===== src/rtl/mux_nx1_scan_pkg.sv =====
// Shared types for the registered N:1 scan multiplexer.
// Holds the control state enum and the mode input encodings.
package mux_pkg;

  typedef enum logic {
    MAN  = 1'b0,
    SCAN = 1'b1
  } state_e;

  localparam logic MODE_MAN  = 1'b0;
  localparam logic MODE_SCAN = 1'b1;

endpackage


===== src/rtl/mux_nx1_scan_if.sv =====
// Sample-side bus of mux_nx1_scan: parallel inputs, selection controls and
// the registered output with its valid/ready handshake.
interface mux_nx1_scan_if #(
  parameter int WIDTH = 16,
  parameter int N     = 4
);
  localparam int SEL_W = $clog2(N);

  logic [N*WIDTH-1:0] din;
  logic [SEL_W-1:0]   sel;
  logic               mode;
  logic               en;
  logic [WIDTH-1:0]   o_data;
  logic [SEL_W-1:0]   o_chan;
  logic               o_valid;
  logic               o_ready;
  logic               o_err;

  modport master (
    output din, sel, mode, en, o_ready,
    input  o_data, o_chan, o_valid, o_err
  );

  modport slave (
    input  din, sel, mode, en, o_ready,
    output o_data, o_chan, o_valid, o_err
  );

endinterface


===== src/rtl/mux_nx1_scan_ctr.sv =====
// Auto-scan channel pointer and per-channel dwell counter.
// ptr_adv is the pointer a load in this cycle must use (already advanced on the DWELL-th transfer).
module scan_ctr #(
  parameter  int N     = 4,
  parameter  int DWELL = 4,
  localparam int SEL_W = $clog2(N)
) (
  input  logic             clk,
  input  logic             rst,
  input  logic             advance,
  input  logic             reload,
  input  logic [SEL_W-1:0] reload_val,
  output logic [SEL_W-1:0] ptr,
  output logic [SEL_W-1:0] ptr_adv
);

  localparam int               CNT_W    = (DWELL > 1) ? $clog2(DWELL) : 1;
  localparam logic [CNT_W-1:0] CNT_LAST = CNT_W'(DWELL - 1);

  logic [SEL_W-1:0] ptr_q, ptr_d, ptr_inc;
  logic [CNT_W-1:0] cnt_q, cnt_d;
  logic             last;

  assign last    = (cnt_q == CNT_LAST);
  assign ptr_inc = (ptr_q == SEL_W'(N - 1)) ? '0 : ptr_q + SEL_W'(1);
  assign ptr_adv = (advance && last) ? ptr_inc : ptr_q;
  assign ptr     = ptr_q;

  // A reload (mode change) overrides a coincident transfer.
  always_comb begin
    ptr_d = ptr_q;
    cnt_d = cnt_q;
    if (reload) begin
      ptr_d = reload_val;
      cnt_d = '0;
    end else if (advance) begin
      if (last) begin
        cnt_d = '0;
        ptr_d = ptr_inc;
      end else begin
        cnt_d = cnt_q + CNT_W'(1);
      end
    end
  end

  always_ff @(posedge clk) begin
    if (rst) begin
      ptr_q <= '0;
      cnt_q <= '0;
    end else begin
      ptr_q <= ptr_d;
      cnt_q <= cnt_d;
    end
  end

endmodule


===== src/rtl/mux_nx1_scan.sv =====
// Registered N:1 mux with valid/ready output and optional auto-scan.
// Auto-scan (MAN/SCAN FSM, scan_ctr) is built only when MUX_NX1_SCAN_EN is defined.
//
// state | meaning
// MAN   | channel taken from sel
// SCAN  | channel taken from the rotating scan pointer
module mux_nx1_scan
  import mux_pkg::*;
#(
  parameter int WIDTH = 16,
  parameter int N     = 4,
  parameter int DWELL = 4
) (
  input  logic           clk,
  input  logic           rst,
  mux_nx1_scan_if.slave  bus
);

  localparam int SEL_W = $clog2(N);

  logic [WIDTH-1:0] data_q, data_d;
  logic [SEL_W-1:0] chan_q, chan_d;
  logic             valid_q, valid_d;
  logic             err_q, err_d;

  logic             xfer, load, sel_oor, src_oor;
  logic [SEL_W-1:0] src_chan;
  logic [WIDTH-1:0] mux_data;

  assign xfer    = valid_q && bus.o_ready;
  assign load    = bus.en && (!valid_q || bus.o_ready);
  assign sel_oor = {1'b0, bus.sel} >= (SEL_W + 1)'(N);

`ifdef MUX_NX1_SCAN_EN
  state_e           state_q, state_d;
  logic             reload, advance;
  logic [SEL_W-1:0] ptr, ptr_adv, reload_val;

  always_comb begin
    state_d = state_q;
    case (state_q)
      MAN:     if (bus.mode == MODE_SCAN) state_d = SCAN;
      SCAN:    if (bus.mode == MODE_MAN)  state_d = MAN;
      default: state_d = MAN;
    endcase
  end

  always_ff @(posedge clk) begin
    if (rst) state_q <= MAN;
    else     state_q <= state_d;
  end

  assign reload     = (state_d != state_q);
  assign reload_val = sel_oor ? '0 : bus.sel;
  assign advance    = (state_q == SCAN) && xfer && !reload;
  assign src_chan   = (state_q == SCAN) ? ptr_adv : bus.sel;
  assign src_oor    = (state_q == SCAN) ? 1'b0 : sel_oor;

  scan_ctr #(.N(N), .DWELL(DWELL)) u_scan_ctr (
    .clk        (clk),
    .rst        (rst),
    .advance    (advance),
    .reload     (reload),
    .reload_val (reload_val),
    .ptr        (ptr),
    .ptr_adv    (ptr_adv)
  );
`else
  localparam int unused_dwell = DWELL;
  logic          unused_mode;

  assign unused_mode = bus.mode;
  assign src_chan    = bus.sel;
  assign src_oor     = sel_oor;
`endif

  always_comb begin
    mux_data = '0;
    for (int k = 0; k < N; k++) begin
      if (src_chan == SEL_W'(k)) mux_data = bus.din[k*WIDTH +: WIDTH];
    end
  end

  // Outputs only change on a load, so they stay frozen while stalled.
  always_comb begin
    data_d  = data_q;
    chan_d  = chan_q;
    err_d   = err_q;
    valid_d = valid_q;
    if (load) begin
      data_d  = src_oor ? '0 : mux_data;
      chan_d  = src_chan;
      err_d   = src_oor;
      valid_d = 1'b1;
    end else if (bus.o_ready) begin
      valid_d = 1'b0;
    end
  end

  always_ff @(posedge clk) begin
    if (rst) begin
      data_q  <= '0;
      chan_q  <= '0;
      valid_q <= 1'b0;
      err_q   <= 1'b0;
    end else begin
      data_q  <= data_d;
      chan_q  <= chan_d;
      valid_q <= valid_d;
      err_q   <= err_d;
    end
  end

  assign bus.o_data  = data_q;
  assign bus.o_chan  = chan_q;
  assign bus.o_valid = valid_q;
  assign bus.o_err   = err_q;

endmodule


===== src/flat_wrapper.sv =====
// flat-port wrapper written by rule: the top's interface ports become plain ports
module mux_nx1_scan_flat import mux_pkg::*;
#(
  parameter int WIDTH = 16,
  parameter int N     = 4,
  parameter int DWELL = 4
)
  (clk, rst, bus_din, bus_sel, bus_mode, bus_en, bus_o_ready, bus_o_data, bus_o_chan, bus_o_valid, bus_o_err);
  mux_nx1_scan_if #(.WIDTH(WIDTH), .N(N)) bus_i ();
  input  logic clk;
  input  logic rst;
  input wire logic [$bits(bus_i.din)-1:0] bus_din;
  input wire logic [$bits(bus_i.sel)-1:0] bus_sel;
  input wire logic [$bits(bus_i.mode)-1:0] bus_mode;
  input wire logic [$bits(bus_i.en)-1:0] bus_en;
  input wire logic [$bits(bus_i.o_ready)-1:0] bus_o_ready;
  output wire logic [$bits(bus_i.o_data)-1:0] bus_o_data;
  output wire logic [$bits(bus_i.o_chan)-1:0] bus_o_chan;
  output wire logic [$bits(bus_i.o_valid)-1:0] bus_o_valid;
  output wire logic [$bits(bus_i.o_err)-1:0] bus_o_err;
  assign bus_i.din = bus_din;
  assign bus_i.sel = bus_sel;
  assign bus_i.mode = bus_mode;
  assign bus_i.en = bus_en;
  assign bus_i.o_ready = bus_o_ready;
  assign bus_o_data = bus_i.o_data;
  assign bus_o_chan = bus_i.o_chan;
  assign bus_o_valid = bus_i.o_valid;
  assign bus_o_err = bus_i.o_err;
  mux_nx1_scan #(.WIDTH(WIDTH), .N(N), .DWELL(DWELL)) u_core (.clk(clk), .rst(rst), .bus(bus_i));
endmodule

===== config.mk =====
export PLATFORM = sky130hd
export DESIGN_NAME = mux_nx1_scan_flat
export DESIGN_NICKNAME = d
export VERILOG_FILES = /design/src/rtl/mux_nx1_scan_pkg.sv /design/src/rtl/mux_nx1_scan_if.sv /design/src/rtl/mux_nx1_scan_ctr.sv /design/src/rtl/mux_nx1_scan.sv /design/src/flat_wrapper.sv
export SDC_FILE = /design/constraint.sdc
export NUM_CORES = 1
export LEC_CHECK = 0
export CAP_MARGIN = 20
export CORE_MARGIN = 5
export CORE_UTILIZATION = 32
export CTS_BUF_LIST = sky130_fd_sc_hd__clkbuf_2
export CTS_CLUSTER_DIAMETER = 120
export DETAILED_ROUTE_END_ITERATION = 8
export GPL_ROUTABILITY_DRIVEN = 0
export HOLD_SLACK_MARGIN = 0.03
export PLACE_DENSITY = 0.79
export SKIP_LAST_GASP = 1
export SLEW_MARGIN = 20
export SYNTH_ARGS = -nofsm -noshare
export SYNTH_HDL_FRONTEND = slang
export SYNTH_SLANG_ARGS = --single-unit
export TNS_END_PERCENT = 20

===== constraint.sdc =====
create_clock -name clk -period 1.8 [get_ports clk]
set_clock_uncertainty 0.15 [all_clocks]
set_input_delay 0.18 -clock clk [delete_from_list [all_inputs] [get_ports clk]]
set_output_delay 0.18 -clock clk [all_outputs]
set_load 0.005 [all_outputs]

==> impl_metrics.tcl <==
set metrics [dict create \
    nets 236 \
    setup_viol 0 \
    synth_cell_types 17 \
    place_ws_ns -0.131 \
    syn-num-nets 142 \
    start_util_pct 33.9 \
    drv_slew 0 \
    die_area_um2 4500 \
    required_ns 1.85 \
    clkLatencyLatePin_ns 0.28 \
    critPathArrivalTime_ns 1.63 \
    drcViolationCount 0 \
    slew_headroom_pct 53.0 \
    yosysSeqAreaShare_pct 36.5 \
    leakage_uw 0.000764 \
    grt_use_total_pct 17.4 \
    min_to "u_core.bus.o_chan[1]" \
    fmax_mhz 630 \
    post-route-cell-area_um2 2000 \
    first_iter_violations 60 \
    grt_first_pass_wirelength_mm 5.70 \
    fp.dieW_um 67.1 \
    antenna_cells 0 \
    portBuffers 88 \
    grt-ovfl-total 0 \
    clk_pin_slew_ns 0.16 \
    min_period_ns 1.59 \
    wl_per_cell_um 17.5 \
    final_common_cell "clkdlybuf4s50_1" \
    setup.worst_path.class "input port to register" \
    post_cts_buffers 0 \
    row_count 20 \
    dp.cells 204 \
    layout.cells.most_common_list "clkdlybuf4s50_1 (88), dfxtp_1 (19), a22o_1 (16)" \
    reg2regPathDepth 3 \
    fin_ws_ns 0.214 \
    via_count 1034 \
    dp_hpwl_mm 3.15 \
    synth_warnings 0 \
    numCtsBuffers 3 \
    drt_pre_antenna_iters 4 \
    worst_pin_slew_ns 0.705 \
    hold_start "u_core.bus.o_chan[1]" \
    synth_cells 71 \
    cts_tree "done" \
    rsz0062_at_grt "no" \
    grt_antenna_before_repair 0 \
    cts_resized 0 \
    clock_sinks 19 \
    max-cap-violations 0 \
    fillers 254 \
    cpMaxStageDelayCell "clkdlybuf4s50_1" \
    first_global_vias 1216 \
    drive_above_1_share_pct 14.0 \
    die_h_um 67.1 \
    worstHoldPathType "register to register" \
    timing.rr.end "u_core.bus.o_data[2]" \
    h-tree-depth 1 \
    r2r_slack_ns 0.32 \
    finalPower_uw 1020 \
    worst_setup_path_end_kind "register" \
    path_delay_family "buffers and inverters" \
    p_per_area_nw_per_um2 512 \
    status "complete, no violations" \
    slowest_delay_ns 0.51 \
    core_um2 3080 \
    peakVddDrop_uv 236 \
    ios 91 \
    dpl_cell_area_um2 1980 \
    r2r_start "u_core.bus.o_valid" \
    whs_path_depth 2 \
    clock_path_buffers 2 \
    syn2layout_area_growth_pct 91.6 \
    grt_max_degree 17 \
    netlist_area_um2 1040 \
    totalWireLength_mm 3.65 \
    ant_nets 0 \
    cts_root_buf "clkbuf_2" \
    critPathLaunchType "input port" \
    finalCritPeriodShare_pct 88.1 \
    crit_path_cell_trace "clkdlybuf4s50_1 > buf_4 > mux4_2 > a22o_1" \
    hold_viol 0 \
    ys_ff_latch 19 \
    vias_per_cell 4.97 \
    cp_num_buf_inv 2 \
    fin_cells 208 \
    synth.avg_cell_area_um2 14.7 \
    critPathMaxFanout 10 \
    hold_buffers 0 \
]
[power breakdown]
part	switching (uW)	leakage (uW)	internal, uW	total [uW]
sequential	17.1	0.000157	453	470
combinational	94.4	0.000591	268	363
clock	130	0.0000166	58.9	189
[routing by layer]
layer  vias to the layer above  GRT usage [%]  wire, um
li1                        487              -         -
met1                       486           15.7      1220
met2                        51           34.2      2020
met3                        10           5.40       295
met4                         0           7.85       104
met5                         -              0         0
[cells by family after synthesis]
kind of cell | count (synthesis) | share of synthesized area, %
other cells | 1 | 0.360
buf+inv | 8 | 6.24
simple gates | 5 | 3.12
flops | 19 | 36.5
mux | 16 | 37.1
compound gates | 22 | 16.7
[metrics by stage]
stage	hold WS, ns	util [%]	TNS, ns
global route	0.374	64.9	0
global placement	0.309	64.2	-1.05
CTS	0.344	64.9	0
finish	0.347	64.9	0
detailed placement	0.315	64.2	-1.61
floorplan	0.0991	-	0
[worst min-delay path: stages (launching register included)]
cell     delay (ns)
dfxtp_1        0.34
o21ai_0        0.07
a21oi_1        0.06
[synthesized netlist by cell type]
cell | instances | share of area (%)
o21ai_0 | 2 | 0.96
buf_6 | 1 | 1.1
dfxtp_1 | 19 | 36
a21oi_1 | 3 | 1.4
buf_4 | 2 | 1.4
nor2b_1 | 1 | 0.60
a21oi_2 | 1 | 0.84
inv_1 | 1 | 0.36
nand2b_1 | 1 | 0.60
conb_1 | 1 | 0.36
mux4_1 | 7 | 18
mux4_2 | 9 | 19
buf_12 | 1 | 1.9
nand3_1 | 2 | 0.96
buf_2 | 3 | 1.4
a22o_1 | 16 | 13
nor3_2 | 1 | 0.96
[layout make-up]
type                       count  area, um2  share of cell area (%)
sequential                    19        380                    19.0
multi-input combinational     44        597                    29.9
tap                           44       55.1                    2.76
inverter                       1       3.75                   0.188
timing repair buffer          96        941                    47.1
clock buffer                   4       20.0                    1.00
[registers in the layout, indices dropped and copies added (netlist names)]
name                flops
u_core.bus.o_data      16
u_core.bus.o_valid      1
u_core.bus.o_chan       2
[how the worst max path moves through the flow]
stage,startpoint,end,slack [ns],cells after the start
2_1_floorplan,bus_sel[0],u_core.bus.o_data[0],0.44,4
5_1_grt,bus_sel[0],u_core.bus.o_data[2],0.17,4
3_3_place_gp,bus_sel[0],u_core.bus.o_data[1],-0.09,4
3_5_place_dp,bus_sel[0],u_core.bus.o_data[12],-0.13,4
6_report,bus_sel[0],u_core.bus.o_data[2],0.21,4
4_1_cts,bus_sel[0],u_core.bus.o_data[2],0.20,4
(Power assumes the default switching activity.)
